<file path="config.mk">
export PLATFORM = sky130hd
export DESIGN_NAME = mem_arbiter
export DESIGN_NICKNAME = d
export VERILOG_FILES = /design/src/rtl/mem_arb_pkg.sv /design/src/rtl/mem_arb_prio.sv /design/src/rtl/mem_arbiter.sv
export SDC_FILE = /design/constraint.sdc
export NUM_CORES = 1
export LEC_CHECK = 0
export ABC_AREA = 0
export CAP_MARGIN = 10
export CORE_AREA = 2 2 153 155
export DETAILED_ROUTE_END_ITERATION = 10
export DIE_AREA = 0 0 155 157
export PLACE_DENSITY = 0.69
export SLEW_MARGIN = 0
export SYNTH_ARGS = -nofsm -noshare
export SYNTH_HDL_FRONTEND = slang
export SYNTH_HIERARCHICAL = 1
export SYNTH_SLANG_ARGS = --single-unit
</file>
<file path="constraint.sdc">
create_clock -name clk -period 5 [get_ports clk]
set_clock_uncertainty 0.05 [all_clocks]
set_input_delay 0.5 -clock clk [delete_from_list [all_inputs] [get_ports clk]]
set_output_delay 0.5 -clock clk [all_outputs]
set_load 0.005 [all_outputs]
</file>
<file path="src/rtl/mem_arb_pkg.sv">
// Shared types and default parameters for the IF/MEM memory arbiter.
package mem_arb_pkg;

  typedef enum logic [1:0] {
    ST_IDLE,
    ST_ACCESS,
    ST_WAIT,
    ST_DONE
  } state_e;

  typedef enum logic {
    OWN_IF,
    OWN_DM
  } owner_e;

  localparam int MEM_LAT_DEF          = 2;
  localparam int FETCH_STARVE_MAX_DEF = 4;

endpackage

</file>
<file path="src/rtl/mem_arb_prio.sv">
// Winner selection between fetch and data requests, with a saturating
// starvation counter that forces a fetch grant after repeated losses.
module mem_arb_prio
  import mem_arb_pkg::*;
#(
  parameter int FETCH_STARVE_MAX = FETCH_STARVE_MAX_DEF
) (
  input  logic   clk,
  input  logic   rst,
  input  logic   decide,
  input  logic   if_req,
  input  logic   dm_req,
  output logic   win_valid,
  output owner_e win_owner
);

  localparam int CW = $clog2(FETCH_STARVE_MAX + 1);

  logic [CW-1:0] starve_q, starve_d;
  logic          starved;
  logic          if_win;

  always_comb begin
    starved   = (starve_q == CW'(FETCH_STARVE_MAX));
    if_win    = if_req && (!dm_req || starved);
    win_valid = if_req || dm_req;
    win_owner = if_win ? OWN_IF : OWN_DM;
    starve_d  = starve_q;
    // The counter only moves at arbitration points; a fetch loss bumps it.
    if (decide) begin
      if (!if_req || if_win) starve_d = '0;
      else if (!starved)     starve_d = starve_q + CW'(1);
    end
  end

  always_ff @(posedge clk or negedge rst) begin
    if (!rst) starve_q <= '0;
    else      starve_q <= starve_d;
  end

endmodule

</file>
<file path="src/rtl/mem_arbiter.sv">
// Shares one fixed-latency single-ported memory between instruction fetch and
// data access, one transaction at a time; every output is registered.
module mem_arbiter
  import mem_arb_pkg::*;
#(
  parameter int MEM_LAT          = MEM_LAT_DEF,
  parameter int FETCH_STARVE_MAX = FETCH_STARVE_MAX_DEF
) (
  input  logic        clk,
  input  logic        rst,
  input  logic        if_req,
  input  logic [31:0] if_addr,
  input  logic        if_flush,
  output logic        if_gnt,
  output logic        if_rvalid,
  output logic [31:0] if_rdata,
  input  logic        dm_req,
  input  logic        dm_we,
  input  logic [31:0] dm_addr,
  input  logic [63:0] dm_wdata,
  output logic        dm_gnt,
  output logic        dm_ack,
  output logic [63:0] dm_rdata,
  output logic        mem_en,
  output logic        mem_we,
  output logic [31:0] mem_addr,
  output logic [63:0] mem_wdata,
  input  logic [63:0] mem_rdata,
  output logic        busy
);

  localparam int LW = $clog2(MEM_LAT + 1);

  state_e        state_q;
  owner_e        owner_q;
  logic          we_q, drop_q;
  logic [LW-1:0] lat_q;
  logic          mem_en_q, mem_we_q, if_gnt_q, dm_gnt_q, if_rvalid_q, dm_ack_q;
  logic [31:0]   mem_addr_q, if_rdata_q;
  logic [63:0]   mem_wdata_q, dm_rdata_q;

  logic          decide, win_valid, flush_hit;
  owner_e        win_owner;

  assign decide    = (state_q == ST_IDLE) || (state_q == ST_DONE);
  assign flush_hit = if_flush && (owner_q == OWN_IF) && (state_q != ST_IDLE);

  mem_arb_prio #(.FETCH_STARVE_MAX(FETCH_STARVE_MAX)) u_prio (
    .clk       (clk),
    .rst       (rst),
    .decide    (decide),
    .if_req    (if_req),
    .dm_req    (dm_req),
    .win_valid (win_valid),
    .win_owner (win_owner)
  );

  always_ff @(posedge clk or negedge rst) begin
    if (!rst) begin
      state_q     <= ST_IDLE;
      owner_q     <= OWN_IF;
      we_q        <= 1'b0;
      drop_q      <= 1'b0;
      lat_q       <= '0;
      mem_en_q    <= 1'b0;
      mem_we_q    <= 1'b0;
      mem_addr_q  <= '0;
      mem_wdata_q <= '0;
      if_gnt_q    <= 1'b0;
      dm_gnt_q    <= 1'b0;
      if_rvalid_q <= 1'b0;
      dm_ack_q    <= 1'b0;
      if_rdata_q  <= '0;
      dm_rdata_q  <= '0;
    end else begin
      mem_en_q    <= 1'b0;
      mem_we_q    <= 1'b0;
      mem_addr_q  <= '0;
      mem_wdata_q <= '0;
      if_gnt_q    <= 1'b0;
      dm_gnt_q    <= 1'b0;
      if_rvalid_q <= 1'b0;
      dm_ack_q    <= 1'b0;
      if (flush_hit) drop_q <= 1'b1;
      unique case (state_q)
        ST_IDLE, ST_DONE: begin
          if (win_valid) begin
            state_q  <= ST_ACCESS;
            owner_q  <= win_owner;
            drop_q   <= 1'b0;
            mem_en_q <= 1'b1;
            if (win_owner == OWN_IF) begin
              we_q       <= 1'b0;
              mem_addr_q <= if_addr;
              if_gnt_q   <= 1'b1;
            end else begin
              we_q        <= dm_we;
              mem_we_q    <= dm_we;
              mem_addr_q  <= dm_addr;
              mem_wdata_q <= dm_we ? dm_wdata : '0;
              dm_gnt_q    <= 1'b1;
            end
          end else begin
            state_q <= ST_IDLE;
          end
        end
        ST_ACCESS: begin
          if (we_q) begin
            state_q  <= ST_DONE;
            dm_ack_q <= 1'b1;
          end else begin
            state_q <= ST_WAIT;
            lat_q   <= LW'(MEM_LAT);
          end
        end
        ST_WAIT: begin
          if (lat_q == LW'(1)) begin
            state_q <= ST_DONE;
            // A flush seen on the capture edge itself still drops the fetch.
            if (owner_q == OWN_IF) begin
              if (!(drop_q || if_flush)) begin
                if_rdata_q  <= mem_rdata[31:0];
                if_rvalid_q <= 1'b1;
              end
            end else begin
              dm_rdata_q <= mem_rdata;
              dm_ack_q   <= 1'b1;
            end
          end else begin
            lat_q <= lat_q - LW'(1);
          end
        end
        default: state_q <= ST_IDLE;
      endcase
    end
  end

  assign if_gnt    = if_gnt_q;
  assign if_rvalid = if_rvalid_q;
  assign if_rdata  = if_rdata_q;
  assign dm_gnt    = dm_gnt_q;
  assign dm_ack    = dm_ack_q;
  assign dm_rdata  = dm_rdata_q;
  assign mem_en    = mem_en_q;
  assign mem_we    = mem_we_q;
  assign mem_addr  = mem_addr_q;
  assign mem_wdata = mem_wdata_q;
  assign busy      = (state_q != ST_IDLE);

endmodule

</file>
==> reports/qor.csv, run 1 <==
metric,value,unit
status,"finished, violations left",
violations,negative hold slack,
vias_per_cell,4.452,
hold_viol_final,1,
path_buf_inv,3,
start_util,33.94,%
placed_cell_area,11880,sq um
crit_family,simple AND/OR/NAND/NOR gates,
synthToLayoutAreaGrowth,65.32,%
p_leak,5.660,nW
drive_above_1_share,15.33,%
synth.avg_cell_area,14.95,sq um
core_area,22500,sq um
synth_top_family_by_area,multiplexers,
ant_nets,0,
layout.nets,1115,
worst_pin_slew,969.8,ps
gp_congestion,0.7816,
syn_inst,511,
crit_fanout,66,
cp_cell_sequence,"inv_1, ha_1, inv_2, nand2_2, inv_2, and3_2, and2_1",
grt_max_degree,111,
totalWireLength,20700,microns
register_area,5205,sq um
multi_input_area,2280,sq um
rows,55,
synth_mux_area_share,18.61,%
cts.sinks,208,
via_count,5391,
worst_setup_path_end_kind,register,
hold_class,primary input to asynchronous set/reset pin,
grt_pass1_vias,5672,
crit_type,register to register,
slew_viol_final,0,
fin_setup_tns,0,ps
tritoncts,done,
finalInstanceArea,12630,sq um
dieArea,24340,sq um
wire_per_inst,17.09,microns
rrSetupSlack,2310,ps
p_total,6.667,mW
slowest_delay,790,ps
antenna_cells,0,
p_per_area,528.1,nW/um^2
cts_made_buffers,23,
crit_required,5390,ps
clk_path_buf_depth,3,
grt_antenna_before_repair,0,
ff2ff_path_depth,7,
cts_hold_buffers,0,
cts_resized,0,
drc,0,
hold_ws,-6.611,ps
final_cell_mix,"395 x clkdlybuf4s50_1, 208 x dfrtp_1, 91 x mux2_2",
drt_iter0_drc,161,
start_kind,register,
ioPinCount,397,
max_freq,371.1,MHz
root_buffer,clkbuf_16,
fillers,1882,
rsz0062_at_grt,no,
r2r-end,mem_wdata[38]$_DFF_PN0_,
syn_nets,715,
ys_ff_latch,208,
htree_levels,1,
ys_types,36,
overflow,0,
synth_seq_area_share,68.15,%
finalSetupViolCount,0,
track_usage,16.45,%
fin_crit,2694,ps
worstSkewPairLatency,500,ps
final_common_cell,clkdlybuf4s50_1,
portBuffers,396,
hpwl,15050,microns
grt_pass1_wl,31110,microns
synthAdderAreaFrac,0.9830,%
synth_xor_area_share,0,%
firstDrtPassIters,4,
slowest_stage,and3_2,
cts_setup_buffers,0,
yosysWarnings,6,
relSlewSlack,35.34,%
crit_start,state_q[0]$_DFFE_PN0P_,
critPathMostFrequentCell,inv_2,
clkTransAtPathRegs,60,ps
maxCapViolCount,0,
synth-compound-area-share,1.294,%
die_h,157,microns
period_share,53.89,%
peakVddDrop,0.2209,mV
syn_area,7637,sq um
reg2reg_from,state_q[0]$_DFFE_PN0P_,
critPathArrivalTime,3080,ps
synth-simple-area-share,8.748,%
die_x,155,microns
## worst max path at each step
stage / end / slack, ps / cells past startpoint
final: mem_wdata[38]$_DFF_PN0_ / 2310 / 7
after global routing: mem_wdata[19]$_DFF_PN0_ / 2030 / 7
after CTS: mem_wdata[25]$_DFF_PN0_ / 2240 / 7
after detailed placement: mem_wdata[38]$_DFF_PN0_ / 1950 / 6
after global placement: mem_wdata[18]$_DFF_PN0_ / 2010 / 6
after floorplan: if_rdata[13]$_DFFE_PN0P_ / 3200 / 6
## flip-flops by register name (all words and copies together) (netlist names)
register and count:
dm_rdata 64, drop_q 1, mem_addr 32, u_prio/starve_q 3
mem_we 1, mem_wdata 64, dm_gnt 1, if_gnt 1
lat_q 2, mem_en 1, dm_ack 1, if_rdata 32
state_q 2, if_rvalid 1, owner_q 1, we_q 1
## routing by layer
metal / GRT usage [%] / part of all wire (%) / vias to the layer above
met1: 17.35 / 35 / 2594
met3: 6.470 / 10 / 41
met4: 6.481 / 3.4 / 0
met5: 0 / 0 / -
li1: - / - / 2500
met2: 29.52 / 51 / 256
## logic make-up after synthesis
| kind of cell | count (synthesis) |
|---|---|
| flops | 208 |
| mux | 130 |
| simple gates | 120 |
| buf+inv | 34 |
| compound gates | 13 |
| fa+ha+maj | 6 |
## cell type report
cell class | count | share of cell area (%)
clock inverter | 5 | 0.4261
clock buffer | 35 | 5.470
sequential | 208 | 41.22
multi-input combinational | 269 | 18.06
timing repair buffer | 399 | 31.70
tap | 285 | 2.824
inverter | 10 | 0.2973
## through the flow
| stage | util [%] | instances | setup slack (ps) | hold WS (ps) |
|---|---|---|---|---|
| 5_1_grt | 56.11 | 1211 | 2026 | 68.77 |
| 6_report | 56.11 | 1211 | 2306 | -6.611 |
| 2_1_floorplan | - | 511 | 3198 | 154.4 |
| 4_1_cts | 56.11 | 1211 | 2244 | 60.42 |
| 3_5_place_dp | 52.80 | 1171 | 1948 | 423.7 |
| 3_3_place_gp | 52.80 | 1171 | 2012 | 420.4 |
## worst register-to-register path: stages, from the launching register on
cell and delay, ps:
dfrtp_1 370, inv_1 70, ha_1 310, inv_2 150
nand2_2 430, inv_2 210, and3_2 790, and2_1 250
## synth_stat cells, drive strengths merged
library cell  count  area [sq um]
dfrtp           208          5205
mux2             96          1081
and2             66         412.9
nor2             35         131.4
mux2i            34         340.3
buf              15         92.58
inv              10         37.54
clkbuf            9         38.79
nand2             8         37.54
ha                6         75.07
a21o              3         22.52
nand3             2         15.01
nand4             2         12.51
o21ai             2         10.01
a211oi            1         7.510
a21oi             1         5.000
a22o              1         8.760
a22oi             1         7.510
a31oi             1         6.260
and3              1         6.260
nand2b            1         6.260
nor2b             1         6.260
nor3              1         5.000
nor3b             1         7.510
nor4              1         21.27
o22ai             1         6.260
o2bb2ai           1         8.760
o311ai            1         16.27
or2               1         6.260
## where the power goes
group	switching, mW	internal (mW)
clock	0.649	0.998
sequential	0.270	2.32
combinational	0.841	1.59
total	1.76	4.91
No activity file was read; power rests on OpenSTA's default activity.
==> run 2, diff against run 1 <==
--- a/config.mk
+++ b/config.mk
@@ -7,10 +7,10 @@
 export LEC_CHECK = 0
 export ABC_AREA = 0
 export CAP_MARGIN = 10
-export CORE_AREA = 2 2 153 155
+export CORE_AREA = 2 2 154 156
 export DETAILED_ROUTE_END_ITERATION = 10
-export DIE_AREA = 0 0 155 157
-export PLACE_DENSITY = 0.69
+export DIE_AREA = 0 0 156 158
+export PLACE_DENSITY = 0.71
 export SLEW_MARGIN = 0
 export SYNTH_ARGS = -nofsm -noshare
 export SYNTH_HDL_FRONTEND = slang
==> constraint.sdc (replaced) <==
create_clock -name clk -period 2.2 [get_ports clk]
set_clock_uncertainty 0.05 [all_clocks]
set_input_delay 0.22 -clock clk [delete_from_list [all_inputs] [get_ports clk]]
set_output_delay 0.22 -clock clk [all_outputs]
set_load 0.005 [all_outputs]
==> reports/qor.csv, run 2 (synthesis gave the netlist of run 1 again) <==
metric,value,unit,change
worst_setup_path_end_kind,output port,,
final_common_cell,clkdlybuf4s50_1,,
drt_iter0_drc,172,,+6.8%
maxCapViolCount,0,,unchanged
layout.nets,1129,,+1.3%
cts_made_buffers,23,,unchanged
hold_viol_final,0,,-1
p_per_area,1186,nW/um^2,+120%
slowest_stage,clkdlybuf4s50_1,,
grt_pass1_wl,32250,microns,+3.7%
hpwl,16660,microns,+11%
slowest_delay,520,ps,-270 ps
htree_levels,1,,unchanged
p_leak,5.718,nW,+1.0%
vias_per_cell,4.444,,-0.17%
clkTransAtPathRegs,60,ps,about the same
grt_max_degree,67,,-40%
relSlewSlack,64.67,%,+29 points
wire_per_inst,17.84,microns,+4.4%
final_util,55.32,%,-0.79 points
worst_pin_slew,529.9,ps,-440.0 ps
ff2ff_path_depth,6,,-1
firstDrtPassIters,4,,unchanged
portBuffers,396,,unchanged
min_path_cells,2,,
finalSetupViolCount,0,,unchanged
synthToLayoutAreaGrowth,66.97,%,
holdPathEnd,mem_wdata[46]$_DFF_PN0_,,
ant_nets,0,,unchanged
slew_viol_final,0,,unchanged
fin_crit,1996,ps,
drive_above_1_share,15.97,%,+0.64 points
cp_cell_sequence,"inv_1, ha_1, inv_1, clkdlybuf4s50_1",,
tritoncts,done,,
min_from,dm_wdata[46],,
clk_path_buf_depth,3,,unchanged
hold_ws,229.7,ps,+236.3 ps
hold_class,primary input to register,,
period_share,90.71,%,
r2r-end,if_rdata[8]$_DFFE_PN0P_,,
finalInstanceArea,12750,sq um,+1.0%
antenna_cells,0,,unchanged
root_buffer,clkbuf_16,,
dp.cells,1189,,+1.5%
die_h,158,microns,+0.64%
start_kind,register,,
rsz0062_at_grt,no,,
crit_type,register to output port,,
dieArea,24650,sq um,+1.3%
crit_fanout,3,,-95%
crit_required,1930,ps,-3460 ps
start_util,33.13,%,-0.81 points
grt_antenna_before_repair,0,,unchanged
reg2reg_from,lat_q[1]$_DFFE_PN0P_,,
critPathMostFrequentCell,inv_1,,
peakVddDrop,0.4835,mV,+120%
placed_cell_area,12050,sq um,+1.4%
cts_resized,0,,unchanged
final_cell_mix,"395 x clkdlybuf4s50_1, 208 x dfrtp_1, 91 x mux2_2",,
critPathArrivalTime,1730,ps,-1350 ps
totalWireLength,21920,microns,+5.9%
ioPinCount,397,,unchanged
rows,56,,+1.8%
max_freq,501.1,MHz,
die_x,156,microns,+0.65%
gp_congestion,0.7369,,-5.7%
drc,0,,unchanged
cts.sinks,208,,unchanged
fin_setup_tns,0,ps,unchanged
track_usage,17.02,%,+0.57 points
rrSetupSlack,250,ps,-2060 ps
worstSkewPairLatency,490,ps,about the same
status,"finished, final reports clean",,
grt_pass1_vias,5787,,+2.0%
core_area,23050,sq um,+2.4%
final_cells,1229,,+1.5%
overflow,0,,unchanged
via_count,5462,,+1.3%
==> run 2: metrics by stage <==
stage	setup slack (ps)	power (mW)
floorplan	397.8	7.760
global placement	231.6	11.59
detailed placement	182.4	11.73
CTS	163.0	15.37
global route	133.0	16.00
finish	204.4	15.13
==> run 2: how the worst max path moves through the flow <==
| stage | start | end | slack [ps] | depth (start not counted) |
|---|---|---|---|---|
| 6_report | state_q[0]$_DFFE_PN0P_ | busy | 200 | 4 |
| 3_3_place_gp | dm_req | mem_wdata[23]$_DFF_PN0_ | 230 | 7 |
| 4_1_cts | state_q[0]$_DFFE_PN0P_ | busy | 160 | 4 |
| 5_1_grt | state_q[0]$_DFFE_PN0P_ | busy | 130 | 4 |
| 2_1_floorplan | state_q[0]$_DFFE_PN0P_ | if_rdata[13]$_DFFE_PN0P_ | 400 | 6 |
| 3_5_place_dp | dm_req | mem_wdata[18]$_DFF_PN0_ | 180 | 7 |
==> run 2: worst max-delay path: cells and delay by family, from the launching register on <==
| family | cells | cell delay [ps] |
|---|---|---|
| adders and majority gates | 1 | 200 |
| buffers and inverters | 3 | 670 |
| DFF | 1 | 370 |
==> run 2: final cells by class <==
cell class	count	area, sq um
Timing Repair Buffer	413	4173
Sequential cell	208	5205
Multi-Input combinational cell	269	2280
Fill cell	1926	10300
Clock inverter	2	16.27
Tap cell	290	362.8
Clock buffer	37	678.2
Inverter	10	37.54
==> run 2: power by group <==
part	leakage, nW	switching (mW)	internal [mW]
sequential	2.65	0.664	5.28
combinational	2.72	1.96	3.68
clock	0.340	1.45	2.10
==> run 2: repair_timing <==
| item | 4_1_cts | 5_1_grt |
|---|---|---|
| hold buffers | 1 | 0 |
| buffers inserted | 0 | 0 |
| hold endpoints to repair | 53 | 0 |
==> run 2: routing by layer <==
| layer | GRT usage, % | up-vias | part of all wire (%) |
|---|---|---|---|
| met5 | 0 | - | 0 |
| met1 | 19.09 | 2644 | 38 |
| li1 | - | 2534 | - |
| met3 | 4.818 | 29 | 8.0 |
| met2 | 31.77 | 255 | 52 |
| met4 | 4.412 | 0 | 1.9 |
==> run 3, diff against run 2 <==
--- a/config.mk
+++ b/config.mk
@@ -11,6 +11,7 @@
 export DETAILED_ROUTE_END_ITERATION = 10
 export DIE_AREA = 0 0 156 158
 export PLACE_DENSITY = 0.71
+export RECOVER_POWER = 50
 export SLEW_MARGIN = 0
 export SYNTH_ARGS = -nofsm -noshare
 export SYNTH_HDL_FRONTEND = slang
==> reports/qor.csv, run 3 (synthesis gave the netlist of run 1 again) <==
metric,value,unit,change
start_kind,register,,
hold_ws,230.3,ps,+0.6110 ps
max_freq,501.5,MHz,about the same
drt_iter0_drc,182,,+5.8%
totalWireLength,21910,microns,about the same
tritoncts,done,,
fin_setup_tns,0,ps,unchanged
core_area,23050,sq um,unchanged
cts.sinks,208,,unchanged
fillers,1936,,+0.52%
register_area,5205,sq um,unchanged
hold_viol_final,0,,unchanged
ioPinCount,397,,unchanged
final_cell_mix,"307 x clkdlybuf4s50_1, 208 x dfrtp_1, 91 x mux2_2",,
wire_per_inst,17.82,microns,about the same
antenna_cells,0,,unchanged
htree_levels,1,,unchanged
rsz0062_at_grt,no,,
worst_setup_path_end_kind,output port,,
clk_path_buf_depth,3,,unchanged
drive_above_1_share,15.12,%,-0.85 points
cts_setup_buffers,0,,unchanged
crit_type,register to output port,,
grt_pass1_vias,5787,,unchanged
peakVddDrop,0.4770,mV,-1.4%
drc,0,,unchanged
layout.nets,1129,,unchanged
worstSkewPairLatency,490,ps,about the same
rows,56,,unchanged
p_leak,5.882,nW,+2.9%
final_common_cell,clkdlybuf4s50_1,,
clkTransAtPathRegs,60,ps,about the same
hold_class,primary input to asynchronous set/reset pin,,
track_usage,17.02,%,unchanged
p_per_area,1171,nW/um^2,-1.3%
period_share,90.64,%,about the same
via_count,5488,,+0.48%
hpwl,16660,microns,unchanged
synthToLayoutAreaGrowth,66.17,%,
grt_pass1_wl,32250,microns,unchanged
worst_pin_slew,1122,ps,+592.2 ps
start_util,33.13,%,unchanged
slew_viol_final,0,,unchanged
status,"finished, final reports clean",,
crit_fanout,3,,unchanged
overflow,0,,unchanged
grt_antenna_before_repair,0,,unchanged
root_buffer,clkbuf_16,,
slowest_stage,clkdlybuf4s50_1,,
fin_crit,1994,ps,-1.556 ps
ant_nets,0,,unchanged
final_cells,1229,,unchanged
vias_per_cell,4.465,,+0.48%
crit_family,buffers and inverters,,
path_buf_inv,3,,unchanged
critPathMostFrequentCell,inv_1,,
portBuffers,396,,unchanged
maxCapViolCount,0,,unchanged
cts_made_buffers,23,,unchanged
finalSetupViolCount,0,,unchanged
relSlewSlack,25.19,%,-39 points
grt_max_degree,67,,unchanged
firstDrtPassIters,4,,unchanged
cp_cell_sequence,"inv_1, ha_1, inv_1, clkdlybuf4s50_1",,
crit_required,1930,ps,about the same
multi_input_area,2270,sq um,-0.44%
dp.cells,1189,,unchanged
dieArea,24650,sq um,unchanged
die_x,156,microns,unchanged
slowest_delay,520,ps,about the same
die_h,158,microns,unchanged
critPathArrivalTime,1720,ps,about the same
gp_congestion,0.7369,,unchanged
run 3: changes by cell type in the layout (fill, tap and decap cells not counted), sizes merged:
cell	before	now
buf	16	8
clkbuf	38	46
clkdlybuf4s50	395	307
dlygate4sd3	1	89
run 3: routing by layer:
layer / wire [microns] / track usage (%)
met1: 8237 / 19.09
met2: 11510 / 31.77
met3: 1727 / 4.818
met4: 430 / 4.412
met5: 0 / 0
run 3: cell type report:
cell class | instances | share of cell area, %
clock buffer | 37 | 5.344
sequential | 208 | 41.01
multi-input combinational | 269 | 17.88
timing repair buffer | 413 | 32.48
clock inverter | 2 | 0.1282
tap | 290 | 2.859
inverter | 10 | 0.2958
run 3: per-stage QoR:
| stage | area [sq um] | setup WS (ps) | total power, mW | utilization [%] |
|---|---|---|---|---|
| after floorplan | 7637 | 397.8 | 7.760 | - |
| after global placement | 12050 | 231.6 | 11.59 | 52.26 |
| after detailed placement | 12050 | 182.4 | 11.73 | 52.26 |
| after CTS | 12750 | 163.0 | 15.37 | 55.32 |
| after global routing | 12690 | 71.33 | 15.75 | 55.05 |
| final | 12690 | 206.0 | 14.86 | 55.05 |
run 3: where the power goes:
group | internal [mW] | switching (mW)
clock network | 2.10 | 1.44
logic | 3.46 | 1.95
registers | 5.27 | 0.639
total | 10.8 | 4.03
run 3: worst paths after layout:
check	startpoint	to	slack, ps	depth (start not counted)
worst max-delay path	state_q[0]$_DFFE_PN0P_	busy	210	4
worst min-delay path	rst	dm_rdata[19]$_DFFE_PN0P_	230	2
worst max register to register	state_q[0]$_DFFE_PN0P_	mem_wdata[18]$_DFF_PN0_	240	8
worst min register to register	if_rdata[11]$_DFFE_PN0P_	if_rdata[11]$_DFFE_PN0P_	430	1
max in group asynchronous	rst	dm_rdata[52]$_DFFE_PN0P_	370	3
min in group clk	dm_wdata[46]	mem_wdata[46]$_DFF_PN0_	230	2
run 3: what timing repair did:
item,in CTS,in global routing
hold buffers,1,0
endpoints found under the setup margin,0,0
hold endpoints to repair,53,0
gates resized for setup,0,0
